<file path="src/rtl/uart_tx_fifo.sv">
// uart_tx_fifo
//   UART transmitter with a transmit FIFO in front of it. Bytes written
//   into the FIFO are sent as serial frames. Each frame is a start bit,
//   then DATA_BITS data bits (LSB first), then an optional parity bit,
//   then STOP_BITS stop bits. Frames go out back to back for as long as
//   the FIFO has data.
//
// Parameters
//   BAUDRATE_DIVISOR  clk cycles per serial bit (>= 2)
//   DATA_BITS         data bits per frame (5..9)
//   PARITY            0 = none, 1 = odd, 2 = even
//   STOP_BITS         1 or 2
//   FIFO_DEPTH        FIFO entries, power of two, >= 2
//
// Ports
//   clk          sole clock, rising edge
//   rst_n        synchronous active-low reset
//   wr_en        push wr_data this cycle
//   wr_data      byte to enqueue
//   full         FIFO holds FIFO_DEPTH entries (registered)
//   empty        FIFO holds no entries (registered)
//   count        FIFO occupancy (registered)
//   wr_overflow  one-cycle pulse after a write was dropped because full
//   tx_bit       serial line, idle high, driven from a flop
//   tx_busy      a frame is on the line
//   tx_done      high during the final cycle of the last stop bit
module uart_tx_fifo #(
    parameter int BAUDRATE_DIVISOR = 100_000_000 / 9600,
    parameter int DATA_BITS        = 8,
    parameter int PARITY           = 0,
    parameter int STOP_BITS        = 1,
    parameter int FIFO_DEPTH       = 16
) (
    input  logic                          clk,
    input  logic                          rst_n,
    input  logic                          wr_en,
    input  logic [DATA_BITS-1:0]          wr_data,
    output logic                          full,
    output logic                          empty,
    output logic [$clog2(FIFO_DEPTH):0]   count,
    output logic                          wr_overflow,
    output logic                          tx_bit,
    output logic                          tx_busy,
    output logic                          tx_done
);

    localparam int PW = $clog2(FIFO_DEPTH);
    localparam int CW = PW + 1;
    localparam int BW = $clog2(BAUDRATE_DIVISOR);
    localparam int IW = $clog2(DATA_BITS);

    localparam logic [BW-1:0] BAUD_LAST = BW'(BAUDRATE_DIVISOR - 1);
    localparam logic [IW-1:0] DATA_LAST = IW'(DATA_BITS - 1);
    localparam logic [IW-1:0] STOP_LAST = IW'(STOP_BITS - 1);
    localparam logic [CW-1:0] DEPTH_C   = CW'(FIFO_DEPTH);

    typedef enum logic [2:0] {S_IDLE, S_START, S_DATA, S_PARITY, S_STOP} state_t;

    function automatic logic parity_of(input logic [DATA_BITS-1:0] d);
        if (PARITY == 1)
            parity_of = ~^d;
        else
            parity_of = ^d;
    endfunction

    logic [DATA_BITS-1:0] mem [FIFO_DEPTH];
    logic [PW-1:0]        wr_ptr, rd_ptr;
    logic [CW-1:0]        count_d;
    logic                 wr_acc, pop;

    state_t               state, state_d;
    logic [BW-1:0]        baud_cnt;
    logic [IW-1:0]        bit_idx, bit_idx_d;
    logic [DATA_BITS-1:0] shreg;
    logic                 par_bit;
    logic                 tx_bit_d, shift_en;
    logic                 baud_last, data_last, stop_last;

    // Writes are qualified by the registered full flag, so a pop on the same
    // edge never makes room for a write that arrived while full.
    assign wr_acc    = rst_n && wr_en && !full;
    assign baud_last = (baud_cnt == BAUD_LAST);
    assign data_last = (bit_idx == DATA_LAST);
    assign stop_last = (bit_idx == STOP_LAST);

    always_comb begin
        count_d = count;
        case ({wr_acc, pop})
            2'b10:   count_d = count + 1'b1;
            2'b01:   count_d = count - 1'b1;
            default: count_d = count;
        endcase
    end

    always_ff @(posedge clk) begin
        if (!rst_n) begin
            wr_ptr      <= '0;
            rd_ptr      <= '0;
            count       <= '0;
            full        <= 1'b0;
            empty       <= 1'b1;
            wr_overflow <= 1'b0;
        end else begin
            if (wr_acc)
                wr_ptr <= wr_ptr + 1'b1;
            if (pop)
                rd_ptr <= rd_ptr + 1'b1;
            count       <= count_d;
            full        <= (count_d == DEPTH_C);
            empty       <= (count_d == '0);
            wr_overflow <= wr_en && full;
        end
    end

    always_ff @(posedge clk) begin
        if (wr_acc)
            mem[wr_ptr] <= wr_data;
    end

    // FSM state register
    always_ff @(posedge clk) begin
        if (!rst_n)
            state <= S_IDLE;
        else
            state <= state_d;
    end

    // FSM next state
    always_comb begin
        state_d = state;
        case (state)
            S_IDLE:   if (!empty) state_d = S_START;
            S_START:  if (baud_last) state_d = S_DATA;
            S_DATA:   if (baud_last && data_last)
                          state_d = (PARITY != 0) ? S_PARITY : S_STOP;
            S_PARITY: if (baud_last) state_d = S_STOP;
            S_STOP:   if (baud_last && stop_last)
                          state_d = empty ? S_IDLE : S_START;
            default:  state_d = S_IDLE;
        endcase
    end

    // FSM outputs: the value tx_bit takes after the next edge, plus pop and
    // bit index updates. The line bit is always registered.
    always_comb begin
        pop       = 1'b0;
        tx_bit_d  = tx_bit;
        bit_idx_d = bit_idx;
        shift_en  = 1'b0;
        case (state)
            S_IDLE: begin
                if (!empty) begin
                    pop      = 1'b1;
                    tx_bit_d = 1'b0;
                end
            end
            S_START: begin
                if (baud_last) begin
                    tx_bit_d  = shreg[0];
                    bit_idx_d = '0;
                end
            end
            S_DATA: begin
                if (baud_last) begin
                    if (data_last) begin
                        bit_idx_d = '0;
                        tx_bit_d  = (PARITY != 0) ? par_bit : 1'b1;
                    end else begin
                        bit_idx_d = bit_idx + 1'b1;
                        tx_bit_d  = shreg[1];
                        shift_en  = 1'b1;
                    end
                end
            end
            S_PARITY: begin
                if (baud_last)
                    tx_bit_d = 1'b1;
            end
            S_STOP: begin
                if (baud_last) begin
                    if (stop_last) begin
                        bit_idx_d = '0;
                        // Next frame starts with no idle gap when data waits.
                        if (!empty) begin
                            pop      = 1'b1;
                            tx_bit_d = 1'b0;
                        end else begin
                            tx_bit_d = 1'b1;
                        end
                    end else begin
                        bit_idx_d = bit_idx + 1'b1;
                    end
                end
            end
            default: ;
        endcase
    end

    assign tx_busy = (state != S_IDLE);
    assign tx_done = (state == S_STOP) && stop_last && baud_last;

    // Baud counter restarts on every bit boundary and rests at zero in IDLE.
    always_ff @(posedge clk) begin
        if (!rst_n) begin
            baud_cnt <= '0;
            bit_idx  <= '0;
            tx_bit   <= 1'b1;
        end else begin
            if (state == S_IDLE || baud_last)
                baud_cnt <= '0;
            else
                baud_cnt <= baud_cnt + 1'b1;
            bit_idx <= bit_idx_d;
            tx_bit  <= tx_bit_d;
        end
    end

    // Shift register and parity are loaded from the FIFO head at pop time,
    // so the queued byte is frozen from the moment it was accepted.
    always_ff @(posedge clk) begin
        if (pop) begin
            shreg   <= mem[rd_ptr];
            par_bit <= parity_of(mem[rd_ptr]);
        end else if (shift_en) begin
            shreg <= shreg >> 1;
        end
    end

endmodule

</file>
<file path="config.mk">
export PLATFORM = sky130hd
export DESIGN_NAME = uart_tx_fifo
export DESIGN_NICKNAME = d
export VERILOG_FILES = /design/src/rtl/uart_tx_fifo.sv
export SDC_FILE = /design/constraint.sdc
export NUM_CORES = 1
export LEC_CHECK = 0
export BUFFER_PORTS_ARGS = -buffer_cell sky130_fd_sc_hd__buf_2
export CAP_MARGIN = 20
export CORE_MARGIN = 2
export CORE_UTILIZATION = 60
export CTS_CLUSTER_SIZE = 28
export DETAILED_ROUTE_END_ITERATION = 12
export PLACE_DENSITY = 0.77
export SKIP_CTS_REPAIR_TIMING = 1
export SLEW_MARGIN = 10
export SYNTH_ARGS = -nofsm -noshare
export SYNTH_HDL_FRONTEND = slang
export SYNTH_SLANG_ARGS = --single-unit
</file>
<file path="constraint.sdc">
create_clock -name clk -period 3.7 [get_ports clk]
set_input_delay 0.74 -clock clk [delete_from_list [all_inputs] [get_ports clk]]
set_output_delay 0.74 -clock clk [all_outputs]
set_load 0.02 [all_outputs]
</file>
==> impl_metrics.json, run 1 <==
{
  "post-place-ws_ns": 0.1723,
  "viasPerCell": 6.030,
  "dp.cells": 638,
  "yosys-top-cells-area": "edfxtp_1, dfxtp_1, mux4_2, nor2_1, ha_1",
  "max_slew.worst_pin.slew_ns": 0.9106,
  "fin_tns_setup_ns": 0,
  "ys_types": 51,
  "irDropWorstVdd_uv": 575.0,
  "drt-initial-drc-count": 395,
  "core_um2": 12010,
  "setup_viol": 0,
  "grt_max_degree": 32,
  "crit_path_max_fanout": 9,
  "n_antenna_cell": 0,
  "clk_latency_ns": 0.44,
  "fillers": 794,
  "drv_cap": 0,
  "hold_class": "reg -> reg",
  "postRouteAntennaNets": 0,
  "clock.fmax_mhz": 294.6,
  "synth_common_cells": "edfxtp_1, nor2_1, dfxtp_1, mux4_2, nand2_1",
  "p_leak_nw": 2.768,
  "area_growth_pct": 11.75,
  "ys_seq_elements": 177,
  "grt_pass1_vias": 4034,
  "die_h_um": 115.0,
  "ys_async_sr_fraction_pct": 0,
  "numCtsBuffers": 17,
  "place_congestion": 0.8486,
  "yosys.area.top_type": "edfxtp_1",
  "final_max_slew_viol_count": 0,
  "tritoncts": "yes",
  "period_minus_slack_ns": 3.394,
  "clk_pin_slew_ns": 0.06,
  "portBuffers": 21,
  "row_count": 40,
  "dp_hpwl_mm": 9.034,
  "worst_slack_ns": 0.3059,
  "start_kind": "register",
  "cts.sinks": 177,
  "route.vias.total": 4046,
  "antenna_found_initial": 0,
  "synth_seq_area_share_pct": 66.35,
  "finalClockSkew_ns": 0.01254,
  "critical-path-max-stage-delay_ns": 0.58,
  "synth_top_flop_cell": "edfxtp_1",
  "cts_root_buf": "clkbuf_16",
  "cp_data_arrival_time_ns": 3.76,
  "synth_edf_count": 136,
  "grt_pass1_wl_mm": 21.73,
  "io_pins": 22,
  "end_kind": "register",
  "path_cells": "ha_1, nand4_1, or4_4, o21ai_4, nand2_4, clkinv_8, ha_4, xor2_1, ha_1, o21a_1, o21ai_0, or3b_2, nand4_1, o2111a_1",
  "clock_path_buffers": 2,
  "drc_errors": 0,
  "nNetsFinal": 535,
  "hold_viol": 0,
  "initial_core_util_pct": 61.54,
  "syn_area_um2": 7392,
  "p_per_area_nw_per_um2": 670.8,
  "synth.avg_cell_area_um2": 15.34,
  "final_cell_count_no_fill": 671,
  "slowest_stage": "or4_4",
  "drive_gt1_share_pct": 22.33,
  "wirelength_mm": 13.74,
  "cts_htree_levels": 4,
  "outcome": "complete, no violations",
  "cp_top_family": "simple AND/OR/NAND/NOR gates",
  "yosys_warnings": 0,
  "synth_cells": 482,
  "synth.most_common_cell": "edfxtp_1",
  "fin_crit_sh_pct": 91.73,
  "dieWidth_um": 115.0,
  "path_buf_inv": 1,
  "first_pass_iters": 4,
  "die-area_um2": 13220,
  "grtUsageTotal_pct": 22.72,
  "relSlewSlack_pct": 39.07,
  "rsz0062_at_grt": "false",
  "criticalPathCategory": "reg -> reg",
  "cp.required_ns": 4.07,
  "gr-total-overflow": 0,
  "wl_per_cell_um": 20.48,
  "yosys.area.top_type_share_pct": 55.25,
  "syn_nets": 506
}
==> area by class of cell <==
cell class | count | area, um2 | area share (%)
clock inverters | 15 | 158.9 | 1.924
repair buffers | 31 | 177.7 | 2.151
well taps | 147 | 183.9 | 2.227
inverters | 13 | 61.31 | 0.7422
flip-flops and latches | 177 | 4906 | 59.39
multi-input cells | 271 | 2347 | 28.42
clock buffers | 17 | 425.4 | 5.150
==> per-layer routing <==
metal  part of all wire [%]  global-route usage (%)  routed length (um)  up-vias
met3                    4.9                   6.484                 678       11
met2                     51                   37.61                7075       96
met5                      0                       0                   0        -
met4                   0.95                   7.149                 131        0
li1                       -                       -                   -     1900
met1                     43                   29.52                5859     2039
==> flip-flops by register name, summed over array words and instances, names as in the netlist, named ones only <==
signal	flops
baud_cnt	14
wr_overflow	1
bit_idx	3
mem	128
rd_ptr	4
wr_ptr	4
tx_bit	1
full	1
state	3
empty	1
shreg	8
count	5
==> logic make-up after synthesis <==
logic type                 count (synthesis)  share of synthesized area [%]
DFF                                      177                          66.35
and+or+nand+nor                          136                          9.716
AOI/OAI and AO/OA                         56                          5.197
muxes                                     45                          11.98
buffers and inverters                     34                          2.065
xor gates and xnor gates                  21                          2.488
adders and majority gates                 13                          2.200
==> cell usage in the layout (no fill, tap or decap), types with 7 or more instances in the layout <==
cell type  Yosys  routed
clkbuf_16      0      17
edfxtp_1     136     136
nor2b_1        7       7
buf_4          0       9
o21ai_0       12      12
nand3_1        9       9
ha_1          13      12
a21oi_1       13      13
mux4_2        32      32
nor3_1         8       8
xnor2_1        9       9
nand4_1        8       8
buf_2          4      22
nand2_1       26      26
nor2_1        47      47
xor2_1        12      12
a22oi_1       15      15
mux2_4         7       7
dfxtp_1       41      40
inv_1         11      11
==> power breakdown <==
| part | internal [mW] | switching (mW) | total (mW) |
|---|---|---|---|
| sequential | 2.32 | 0.172 | 2.49 |
| clock | 0.902 | 0.830 | 1.73 |
| combinational | 0.635 | 0.682 | 1.32 |
| total | 3.86 | 1.68 | 5.54 |
==> final timing paths <==
| check | from | endpoint | slack (ns) | cells after the start |
|---|---|---|---|---|
| setup / recovery | baud_cnt[0] | full | 0.31 | 14 |
| hold / removal | baud_cnt[0] | baud_cnt[0] | 0.47 | 1 |
| setup reg to reg | baud_cnt[0] | full | 0.31 | 14 |
| hold reg to reg | baud_cnt[0] | baud_cnt[0] | 0.47 | 1 |
==> per-stage QoR <==
step / util (%) / cell area (um2) / hold WS (ns) / total power, mW
6_report: 68.77 / 8260 / 0.4738 / 5.541
5_1_grt: 68.77 / 8260 / 0.4952 / 5.788
4_1_cts: 68.63 / 8243 / 0.4796 / 5.555
3_5_place_dp: 63.76 / 7659 / 0.4663 / 3.835
3_3_place_gp: 63.76 / 7659 / 0.4436 / 3.788
2_1_floorplan: - / 7392 / 0.4295 / 3.504
Power figures use the tool's default switching activity.
==> inputs of run 2 (changes only) <==
--- a/config.mk
+++ b/config.mk
@@ -8,12 +8,13 @@
 export BUFFER_PORTS_ARGS = -buffer_cell sky130_fd_sc_hd__buf_2
 export CAP_MARGIN = 20
 export CORE_MARGIN = 2
-export CORE_UTILIZATION = 60
+export CORE_UTILIZATION = 49
 export CTS_CLUSTER_SIZE = 28
 export DETAILED_ROUTE_END_ITERATION = 12
-export PLACE_DENSITY = 0.77
+export PLACE_DENSITY = 0.65
 export SKIP_CTS_REPAIR_TIMING = 1
 export SLEW_MARGIN = 10
 export SYNTH_ARGS = -nofsm -noshare
 export SYNTH_HDL_FRONTEND = slang
 export SYNTH_SLANG_ARGS = --single-unit
+export TNS_END_PERCENT = 50
==> run 2 against run 1 <==
Total power is 1.9% higher. Non-clock buffer count fell by 1. Setup slack better by 0.050 ns. Flip-flop and latch count is the same. Global-route usage fell by 3.7 points.
==> impl_metrics.json, run 2 (synthesized netlist as in run 1, its figures left out) <==
{
  "clock_path_buffers": 2,
  "fin_crit_sh_pct": 90.39,
  "outcome": "complete, no violations",
  "fillers": 1128,
  "clk_pin_slew_ns": 0.06,
  "start_kind": "register",
  "gr-total-overflow": 0,
  "final_cell_count_no_fill": 707,
  "die-area_um2": 16080,
  "cp.required_ns": 4.07,
  "relSlewSlack_pct": 39.66,
  "worst_slack_ns": 0.3555,
  "critical-path-max-stage-delay_ns": 0.58,
  "dieWidth_um": 126.8,
  "dp.cells": 674,
  "grt_pass1_vias": 4218,
  "row_count": 44,
  "core_um2": 14640,
  "clock.fmax_mhz": 299.0,
  "path_cells": "ha_1, nand4_1, or4_4, o21ai_4, nand2_4, clkinv_8, ha_4, xor2_1, ha_1, o21a_1, o21ai_0, or3b_2, nand4_1, o2111a_1",
  "r2r-end": "full",
  "wirelength_mm": 14.06,
  "crit_path_max_fanout": 9,
  "tritoncts": "yes",
  "r2r-start": "baud_cnt[0]",
  "portBuffers": 21,
  "period_minus_slack_ns": 3.344,
  "cts.sinks": 177,
  "n_antenna_cell": 0,
  "wl_per_cell_um": 19.89,
  "setup.worst_path.start": "baud_cnt[0]",
  "grt_max_degree": 33,
  "fin_tns_setup_ns": 0,
  "reg2regPathDepth": 14,
  "crit_end": "full",
  "nNetsFinal": 534,
  "hold_viol": 0,
  "power.total_mw": 5.646,
  "layout_commonest_cell": "edfxtp_1",
  "setup_viol": 0,
  "grtUsageTotal_pct": 18.99,
  "dp_hpwl_mm": 9.203,
  "cp_data_arrival_time_ns": 3.72,
  "cts_root_buf": "clkbuf_16",
  "drv_cap": 0,
  "irDropWorstVdd_uv": 444.9,
  "rrSetupSlack_ns": 0.36,
  "drc_errors": 0,
  "postRouteAntennaNets": 0,
  "layout_common_cells": "edfxtp_1, nor2_1, dfxtp_1",
  "hold_class": "reg -> reg",
  "drive_gt1_share_pct": 22.18,
  "place_congestion": 0.8402,
  "grt_pass1_wl_mm": 22.75,
  "numCtsBuffers": 17,
  "rsz0062_at_grt": "false",
  "post-place-ws_ns": 0.1970,
  "viasPerCell": 5.727,
  "final_max_slew_viol_count": 0,
  "max_slew.worst_pin.slew_ns": 0.9018,
  "end_kind": "register",
  "route.vias.total": 4049,
  "criticalPathCategory": "reg -> reg",
  "initial_core_util_pct": 50.48,
  "p_per_area_nw_per_um2": 677.9,
  "io_pins": 22,
  "top_regs": "mem (128), baud_cnt (14), shreg (8)",
  "clk_latency_ns": 0.43,
  "slowest_stage": "or4_4",
  "area_growth_pct": 12.66,
  "first_pass_iters": 4,
  "regMostFlops": "mem",
  "die_h_um": 126.8,
  "antenna_found_initial": 0,
  "hold_start": "baud_cnt[0]",
  "cts_htree_levels": 4,
  "finalClockSkew_ns": 0.009789,
  "p_leak_nw": 2.782,
  "largest_reg_flops": 128,
  "drt-initial-drc-count": 316
}
==> run 2: cell types whose count changed in the layout (fill, tap and decap cells not counted) <==
| cell | before | now |
|---|---|---|
| buf_4 | 9 | 8 |
| bufinv_16 | 0 | 2 |
| clkinv_8 | 4 | 2 |
| clkinvlp_4 | 1 | 0 |
| inv_6 | 4 | 5 |
==> run 2: layout make-up <==
cell class / instances / area [um2] / share of cell area, %
Clock inverter: 15 / 187.7 / 2.254
Inverter: 13 / 61.31 / 0.7362
Multi-Input combinational cell: 271 / 2347 / 28.19
Sequential cell: 177 / 4906 / 58.91
Timing Repair Buffer: 30 / 170.2 / 2.043
Tap cell: 184 / 230.2 / 2.764
Clock buffer: 17 / 425.4 / 5.108
==> run 2: worst min path at each step <==
stage,cells past startpoint,slack (ns),endpoint
final,1,0.48,baud_cnt[0]
after global routing,2,0.52,bit_idx[2]
after CTS,1,0.50,baud_cnt[0]
after detailed placement,1,0.48,baud_cnt[0]
after global placement,1,0.44,baud_cnt[0]
after floorplan,1,0.43,baud_cnt[0]
==> run 2: report_power, final <==
group	total (mW)	internal [mW]	switching, mW
Clock	1.85	1.03	0.819
Sequential	2.45	2.32	0.125
Combinational	1.35	0.628	0.723
Total	5.65	3.98	1.67
==> run 2: critical path: cells and delay by family (launching register included) <==
kind | cells | cell delay, ns
AND/OR/NAND/NOR | 5 | 1.45
XOR/XNOR | 1 | 0.15
buffers and inverters | 1 | 0.12
adder cells (fa/ha/maj) | 3 | 0.60
flip-flops | 1 | 0.38
AO/OA/AOI/OAI | 4 | 0.59
==> run 2: metrics by stage <==
step,instance area (um2),util (%),hold slack [ns]
after floorplan,7392,-,0.4295
after global placement,7697,52.56,0.4439
after detailed placement,7697,52.56,0.4805
after CTS,8310,56.75,0.4958
after global routing,8328,56.87,0.5207
final,8328,56.87,0.4827
==> run 2: metal layers <==
| metal | track usage, % | routed length (um) | vias to the layer above |
|---|---|---|---|
| met2 | 31.69 | 7112 | 85 |
| met5 | 0 | 0 | - |
| met4 | 6.464 | 201 | 0 |
| met1 | 24.72 | 6056 | 2049 |
| li1 | - | - | 1899 |
| met3 | 4.386 | 690 | 16 |
